<file path="config.mk">
export PLATFORM = sky130hd
export DESIGN_NAME = fetch_hazard_ctrl
export DESIGN_NICKNAME = d
export VERILOG_FILES = /design/src/rtl/fetch_hazard_ctrl.sv
export SDC_FILE = /design/constraint.sdc
export NUM_CORES = 1
export LEC_CHECK = 0
export CORE_ASPECT_RATIO = 1.1
export CORE_MARGIN = 2
export CORE_UTILIZATION = 51
export CTS_CLUSTER_DIAMETER = 100
export DETAILED_ROUTE_END_ITERATION = 12
export PLACE_DENSITY_LB_ADDON = 0.25
export SYNTH_ARGS = -nofsm -noshare
export SYNTH_HDL_FRONTEND = slang
export SYNTH_SLANG_ARGS = --single-unit
</file>
<file path="constraint.sdc">
create_clock -name clk -period 3.7 [get_ports clk]
set_input_delay 0.74 -clock clk [delete_from_list [all_inputs] [get_ports clk]]
set_output_delay 0.74 -clock clk [all_outputs]
set_load 0.02 [all_outputs]
</file>
<file path="src/rtl/fetch_hazard_ctrl.sv">
// Fetch redirect/stall controller: load-use bubbles, memory freezes, branch
// redirects and replay of resolutions that arrive while the pipeline is stalled.
//
// state      | meaning
// RUN        | pipeline flowing, redirects issued directly
// LOAD_STALL | single load-use bubble cycle
// MEM_WAIT   | frozen on data memory, counting toward timeout
// RELEASE    | first cycle after a stall, deferred resolution replayed
module fetch_hazard_ctrl #(
  parameter int FLUSH_CYCLES = 2,
  parameter int MEM_WAIT_MAX = 15,
  parameter int REG_ADDR_W   = 5
) (
  input  logic                  clk,
  input  logic                  reset,
  input  logic                  id_valid,
  input  logic [REG_ADDR_W-1:0] id_rs1,
  input  logic [REG_ADDR_W-1:0] id_rs2,
  input  logic                  id_use_rs1,
  input  logic                  id_use_rs2,
  input  logic                  ex_valid,
  input  logic                  ex_is_load,
  input  logic [REG_ADDR_W-1:0] ex_rd,
  input  logic                  br_resolved,
  input  logic                  br_taken,
  input  logic [31:0]           br_target,
  input  logic                  mem_busy,
  output logic [1:0]            stall,
  output logic                  isBranchTaken,
  output logic [31:0]           branchPC,
  output logic [1:0]            stallC,
  output logic                  track,
  output logic                  flush,
  output logic                  mem_timeout
);

  localparam int WC_W = $clog2(MEM_WAIT_MAX + 2);

  typedef enum logic [1:0] {RUN, LOAD_STALL, MEM_WAIT, RELEASE} state_t;

  state_t          state;
  logic [WC_W-1:0] wait_cnt;
  logic [1:0]      flush_cnt;
  logic            pending_valid;
  logic            pending_taken;
  logic [31:0]     pending_target;

  logic            load_use;
  logic            eff_valid;
  logic            eff_taken;
  logic [31:0]     eff_target;

  always_comb begin
    load_use = ex_valid && ex_is_load && (ex_rd != '0) && id_valid &&
               ((id_use_rs1 && (id_rs1 == ex_rd)) || (id_use_rs2 && (id_rs2 == ex_rd)));
    // A resolution arriving on the release edge supersedes the latched one
    eff_valid  = br_resolved || pending_valid;
    eff_taken  = br_resolved ? br_taken : pending_taken;
    eff_target = br_resolved ? br_target : pending_target;
  end

  always_ff @(posedge clk) begin
    if (reset) begin
      state          <= RUN;
      wait_cnt       <= '0;
      flush_cnt      <= '0;
      pending_valid  <= 1'b0;
      pending_taken  <= 1'b0;
      pending_target <= '0;
      stall          <= 2'd0;
      isBranchTaken  <= 1'b0;
      branchPC       <= '0;
      stallC         <= 2'd0;
      track          <= 1'b0;
      flush          <= 1'b0;
      mem_timeout    <= 1'b0;
    end else begin
      isBranchTaken <= 1'b0;
      stallC        <= 2'd0;
      track         <= 1'b0;

      // Flush keeps draining regardless of any new freeze
      if (flush_cnt != '0) begin
        flush_cnt <= flush_cnt - 2'd1;
        flush     <= 1'b1;
      end else begin
        flush <= 1'b0;
      end

      case (state)
        RUN, RELEASE: begin
          if (mem_busy) begin
            state    <= MEM_WAIT;
            stall    <= 2'd2;
            wait_cnt <= WC_W'(1);
            if (br_resolved) begin
              pending_valid  <= 1'b1;
              pending_taken  <= br_taken;
              pending_target <= br_target;
            end
          end else if (br_resolved && br_taken) begin
            // The hazard instruction, if any, is wrong-path
            state         <= RUN;
            stall         <= 2'd0;
            isBranchTaken <= 1'b1;
            branchPC      <= br_target;
            flush         <= 1'b1;
            flush_cnt     <= 2'(FLUSH_CYCLES - 1);
          end else if (load_use) begin
            state <= LOAD_STALL;
            stall <= 2'd1;
          end else begin
            state <= RUN;
            stall <= 2'd0;
          end
        end

        LOAD_STALL, MEM_WAIT: begin
          if (br_resolved) begin
            pending_valid  <= 1'b1;
            pending_taken  <= br_taken;
            pending_target <= br_target;
          end
          if (state == MEM_WAIT && wait_cnt > WC_W'(MEM_WAIT_MAX))
            mem_timeout <= 1'b1;
          if (mem_busy) begin
            if (state == LOAD_STALL) begin
              state    <= MEM_WAIT;
              wait_cnt <= WC_W'(1);
            end else if (wait_cnt <= WC_W'(MEM_WAIT_MAX)) begin
              wait_cnt <= wait_cnt + WC_W'(1);
            end
            stall <= 2'd2;
          end else begin
            state         <= RELEASE;
            stall         <= 2'd0;
            wait_cnt      <= '0;
            pending_valid <= 1'b0;
            if (eff_valid && eff_taken) begin
              stallC    <= 2'd2;
              branchPC  <= eff_target;
              flush     <= 1'b1;
              flush_cnt <= 2'(FLUSH_CYCLES - 1);
            end else if (eff_valid) begin
              stallC <= 2'd1;
            end else begin
              track <= 1'b1;
            end
          end
        end

        default: state <= RUN;
      endcase
    end
  end

endmodule

</file>
==> results.yml <==
run_status:
  status: "finished clean"
place:
  dp.final_hpwl_um: 5760
  dp.cells: 585
  io_buffer_count: 96
  place_area_sq_mm: 0.00449
  dp_slack_ns: 0.691
  gp_congestion: 0.879
cells_and_area:
  stdcell_count: 601
  final_layout_size_suffix_gt1_share_pct: 5.59
  fin_area_sq_mm: 0.00469
  antennaDiodeCount: 0
  finalNetCount: 575
  fin_util_pct: 71.1
  syn2layout_area_growth_pct: 34.6
cts:
  post_cts_buffers: 0
  clockBufferDepth: 2
  numCtsBuffers: 9
  cts_resized: 0
  cts_tree: "done"
  cts_root_buffer: "clkbuf_8"
  clock_sinks: 83
  clk_pin_slew_worst_paths_ns: 0.08
  clk_latency_ns: 0.36
  h-tree-depth: 3
  cts_hold_buf: 0
logic_synthesis:
  syn-num-nets: 495
  syn_area_sq_mm: 0.00348
  synth_cell_types: 35
  yosys_warnings: 0
  syn_inst: 434
  synth_edf_count: 0
  ys_seq_area_share_pct: 47.7
  synth.ff_latch_count: 83
  syn_avg_cell_area_sq_um: 8.03
  ys.flop_type: "dfxtp_1"
  synthArstFlopShare_pct: 0
global_route:
  grt_use_total_pct: 23.0
  grt_pass1_wl_um: 14400
  grt_start_max_net_pins: 50
  grt_pass1_vias: 3204
  antenna_found_initial: 0
  gr-total-overflow: 0
floorplan:
  die_h_um: 90.7
  die_w_um: 82.8
  floorplan.rows: 31
  initial_utilization_pct: 52.8
  die_area_sq_mm: 0.00751
  io_pins: 97
  core_sq_mm: 0.00659
job:
  cap_violations: 0
power:
  peakVddDrop_v: 0.000303
  p_leak_nw: 1.58
  power_density_mw_per_mm2: 427
  total_power_mw: 2.00
sta:
  relSlewSlack_pct: 43.6
  setup_viol: 0
  finalClockSkew_ns: 0.0113
  worst_pin_slew_ns: 0.846
  setup_tns_ns: 0
  fin_hold_ws_ns: 0.458
  post-route-min-period_ns: 2.68
  slew_viol_final: 0
  hold_viol: 0
  max_freq_ghz: 0.372
  timing.final.ws_setup_ns: 1.02
  period_share_pct: 72.6
  rsz0062_at_grt: "no"
setup_path:
  critPathLaunchType: "input pin"
  path_cells: "clkdlybuf4s50_1 > nor2_2 > buf_4 > nand2_1 > a311oi_1"
  cp_max_fo: 23
  cp-end-kind: "register"
  cpMaxStageDelayCell: "clkdlybuf4s50_1"
  required_ns: 3.96
  arrival_ns: 2.94
  max_stage_delay_ns: 0.85
  path_class: "in -> reg"
routing:
  ant_nets: 0
  drc: 0
  vias: 3374
  viasPerCell: 5.61
  wire_per_inst_um: 14.3
  drt_iter0_drc: 301
  first_pass_iters: 4
  wl_um: 8620
min_path:
  min_path_type: "reg -> reg"
cells in the final DEF (no fill, tap or decap), drive strengths merged, types with 9 or more instances in the layout:
cell,Yosys,layout
nand2,105,105
clkdlybuf4s50,0,95
dfxtp,83,83
nor2,41,41
a21oi,40,40
o21ai,39,39
a311oi,32,32
clkbuf,21,9
inv,7,9
buf,14,9
layer usage:
| metal | wire (um) | global-route usage (%) |
|---|---|---|
| met5 | 0 | 0 |
| met4 | 128 | 9.43 |
| met3 | 450 | 4.02 |
| met2 | 4450 | 41.6 |
| met1 | 3590 | 26.7 |
power breakdown:
group	switching [mW]	internal (mW)	total, mW
logic	0.209	0.161	0.370
registers	0.0285	0.944	0.973
clock network	0.345	0.316	0.662
cells by family (layout without fill, tap and decap cells):
kind of cell | after synthesis | count (layout) | share of synthesized area, %
AND/OR/NAND/NOR | 173 | 173 | 20.9
AO/OA/AOI/OAI | 122 | 122 | 22.4
flip-flops | 83 | 83 | 47.7
buffers and inverters | 42 | 127 | 5.03
XOR/XNOR | 10 | 10 | 2.51
adder cells (fa/ha/maj) | 4 | 4 | 1.44
worst max-delay path, delay by kind of cell:
| kind | cells | cell delay, ns |
|---|---|---|
| buffers and inverters | 2 | 1.22 |
| AND/OR/NAND/NOR | 2 | 0.69 |
| AO/OA/AOI/OAI | 1 | 0.28 |
registers in the layout, summed over array words and instances (netlist names):
| register | cells |
|---|---|
| branchPC | 32 |
| pending_target | 32 |
| wait_cnt | 5 |
| flush_cnt | 2 |
| stallC | 2 |
| stall | 2 |
| state | 2 |
| flush | 1 |
| isBranchTaken | 1 |
| mem_timeout | 1 |
| pending_taken | 1 |
| pending_valid | 1 |
| track | 1 |
cell type report:
class	count	area, sq um
Timing Repair Buffer	104	1040
Clock inverter	7	76.3
Sequential cell	83	1660
Multi-Input combinational cell	309	1660
Tap cell	82	103
Inverter	7	26.3
Fill cell	547	1900
Clock buffer	9	124
worst paths after layout:
| path | from | cells past startpoint | endpoint | slack, ns |
|---|---|---|---|---|
| worst min register to register | pending_target[1] | 2 | pending_target[1] | 0.46 |
| worst max-delay path | br_resolved | 5 | branchPC[12] | 1.02 |
| worst max register to register | state[0] | 7 | wait_cnt[3] | 1.41 |
| worst min-delay path | pending_target[1] | 2 | pending_target[1] | 0.46 |
cells in the mapped netlist, drive strengths merged (2+ instances only):
master	number	share of area (%)
nand2	105	11
o21ai	39	5.6
buf	14	2.0
a31oi	3	0.54
ha	4	1.4
and2	3	0.54
nor3b	2	0.43
nor2	41	4.5
nor3	4	0.57
o32ai	2	0.50
a211oi	2	0.43
xnor2	2	0.50
or4	4	0.86
clkbuf	21	2.3
a311oi	32	8.0
dfxtp	83	48
xor2	8	2.0
nand3	2	0.29
nand2b	3	0.54
nor4	3	0.54
a21oi	40	5.7
inv	7	0.75
No activity file was read; power rests on OpenSTA's default activity.
==> RTL change: new RTL, same settings <==
Register the input `br_target` before use, without a reset. The logic sees it one clock later. The other inputs are not delayed to match.
--- a/src/rtl/fetch_hazard_ctrl.sv
+++ b/src/rtl/fetch_hazard_ctrl.sv
@@ -38,6 +38,12 @@
 
   typedef enum logic [1:0] {RUN, LOAD_STALL, MEM_WAIT, RELEASE} state_t;
 
+  logic [31:0] br_target_q;
+
+  always_ff @(posedge clk) begin
+    br_target_q <= br_target;
+  end
+
   state_t          state;
   logic [WC_W-1:0] wait_cnt;
   logic [1:0]      flush_cnt;
@@ -56,7 +62,7 @@
     // A resolution arriving on the release edge supersedes the latched one
     eff_valid  = br_resolved || pending_valid;
     eff_taken  = br_resolved ? br_taken : pending_taken;
-    eff_target = br_resolved ? br_target : pending_target;
+    eff_target = br_resolved ? br_target_q : pending_target;
   end
 
   always_ff @(posedge clk) begin
@@ -96,14 +102,14 @@
             if (br_resolved) begin
               pending_valid  <= 1'b1;
               pending_taken  <= br_taken;
-              pending_target <= br_target;
+              pending_target <= br_target_q;
             end
           end else if (br_resolved && br_taken) begin
             // The hazard instruction, if any, is wrong-path
             state         <= RUN;
             stall         <= 2'd0;
             isBranchTaken <= 1'b1;
-            branchPC      <= br_target;
+            branchPC      <= br_target_q;
             flush         <= 1'b1;
             flush_cnt     <= 2'(FLUSH_CYCLES - 1);
           end else if (load_use) begin
@@ -119,7 +125,7 @@
           if (br_resolved) begin
             pending_valid  <= 1'b1;
             pending_taken  <= br_taken;
-            pending_target <= br_target;
+            pending_target <= br_target_q;
           end
           if (state == MEM_WAIT && wait_cnt > WC_W'(MEM_WAIT_MAX))
             mem_timeout <= 1'b1;
Function: changed (Yosys sat finds a counterexample within 4 cycles, from zero or initial values and one cycle with reset high).
==> RTL change against the unedited design <==
- die area up 18%
- wire length up 16%
- synthesized area up 18%
- clock skew down 0.0076 ns
- total power up 64%
- clock power up 140%
- sequential share of layout area up 4.5 points
- setup slack better by 0.17 ns
- sequential cell count up 32
- cell area up 23%
- non-clock buffer count unchanged
==> RTL change: results (changes against the unedited design) <==
status: finished clean (unchanged)
# placed instances: 647 (was 585)
CP Data Arrival Time: 2.93 ns (was 2.94 ns)
Synth Area in Adders: 1.21% (was 1.44%)
global-route wire length before repair: 16400 um (was 14400 um)
Total Nets Final: 619 (was 575)
most common library cells after synthesis: dfxtp_1 (115), nand2_1 (104), a21oi_1 (43), nor2_1 (43), o21ai_0 (38) (was nand2_1 (105), dfxtp_1 (83), a21oi_1 (40), nor2_1 (40), o21ai_0 (38))
layout cell share with drive strength beyond 1: 7.88% (was 5.59%)
DP HPWL: 6140 um (was 5760 um)
CTS Buf Count: 17 (was 9)
syn_nets: 531 (was 495)
router iterations before antenna repair: 5 (was 4)
fill count: 555 (was 547)
hold path start: br_target_q[28] (was pending_target[1])
worst hold slack: 0.451 ns (was 0.458 ns)
vias per cell: 5.47 (was 5.61)
biggest regs: br_target_q (32), branchPC (32), pending_target (32) (was branchPC (32), pending_target (32), wait_cnt (5))
Skew-Pair Late Insertion Delay: 0.50 ns (was 0.36 ns)
Cells after Synth: 470 (was 434)
Clock Power: 1.56 mW (was 0.662 mW)
Seq/Total Area, Yosys: 55.8% (was 47.7%)
internal power: 2.48 mW (was 1.42 mW)
initial DRC count: 234 (was 301)
worst reg-to-reg path cell count: 8 (was 7)
Tot GR Track Use: 22.9% (was 23.0%)
leakage: 2.06 nW (was 1.58 nW)
vias: 3716 (was 3374)
pre-CTS setup slack: 0.933 ns (was 0.691 ns)
crit path to: pending_target[14] (was branchPC[12])
Critical Path Slowest Stage Cell: nand2_1 (was clkdlybuf4s50_1)
[RTL change: cell types whose count changed after synthesis, moves of 3 or more]
cell,before,now
a21oi_1,40,43
dfxtp_1,83,115
nor2_1,40,43
or4_1,4,1
[RTL change: metal layers]
layer | global-route usage [%] | part of all wire, % | vias up
li1 | - | - | 1806
met1 | 27.2 | 42 | 1737
met2 | 39.3 | 49 | 161
met3 | 7.41 | 7.6 | 12
met4 | 8.17 | 1.2 | 0
met5 | 0 | 0 | -
[RTL change: final cells by class]
cell class | instances | area share [%]
sequential | 115 | 40.0
multi-input combinational | 314 | 28.9
timing repair buffer | 104 | 18.3
clock buffer | 20 | 7.91
tap | 108 | 2.35
clock inverter | 12 | 2.24
inverter | 6 | 0.391
[RTL change: metrics by stage]
step	power, mW	util (%)
3_3_place_gp	1.73	65.8
2_1_floorplan	1.57	-
3_5_place_dp	1.74	65.8
6_report	3.29	73.2
4_1_cts	3.30	73.2
5_1_grt	3.40	73.2
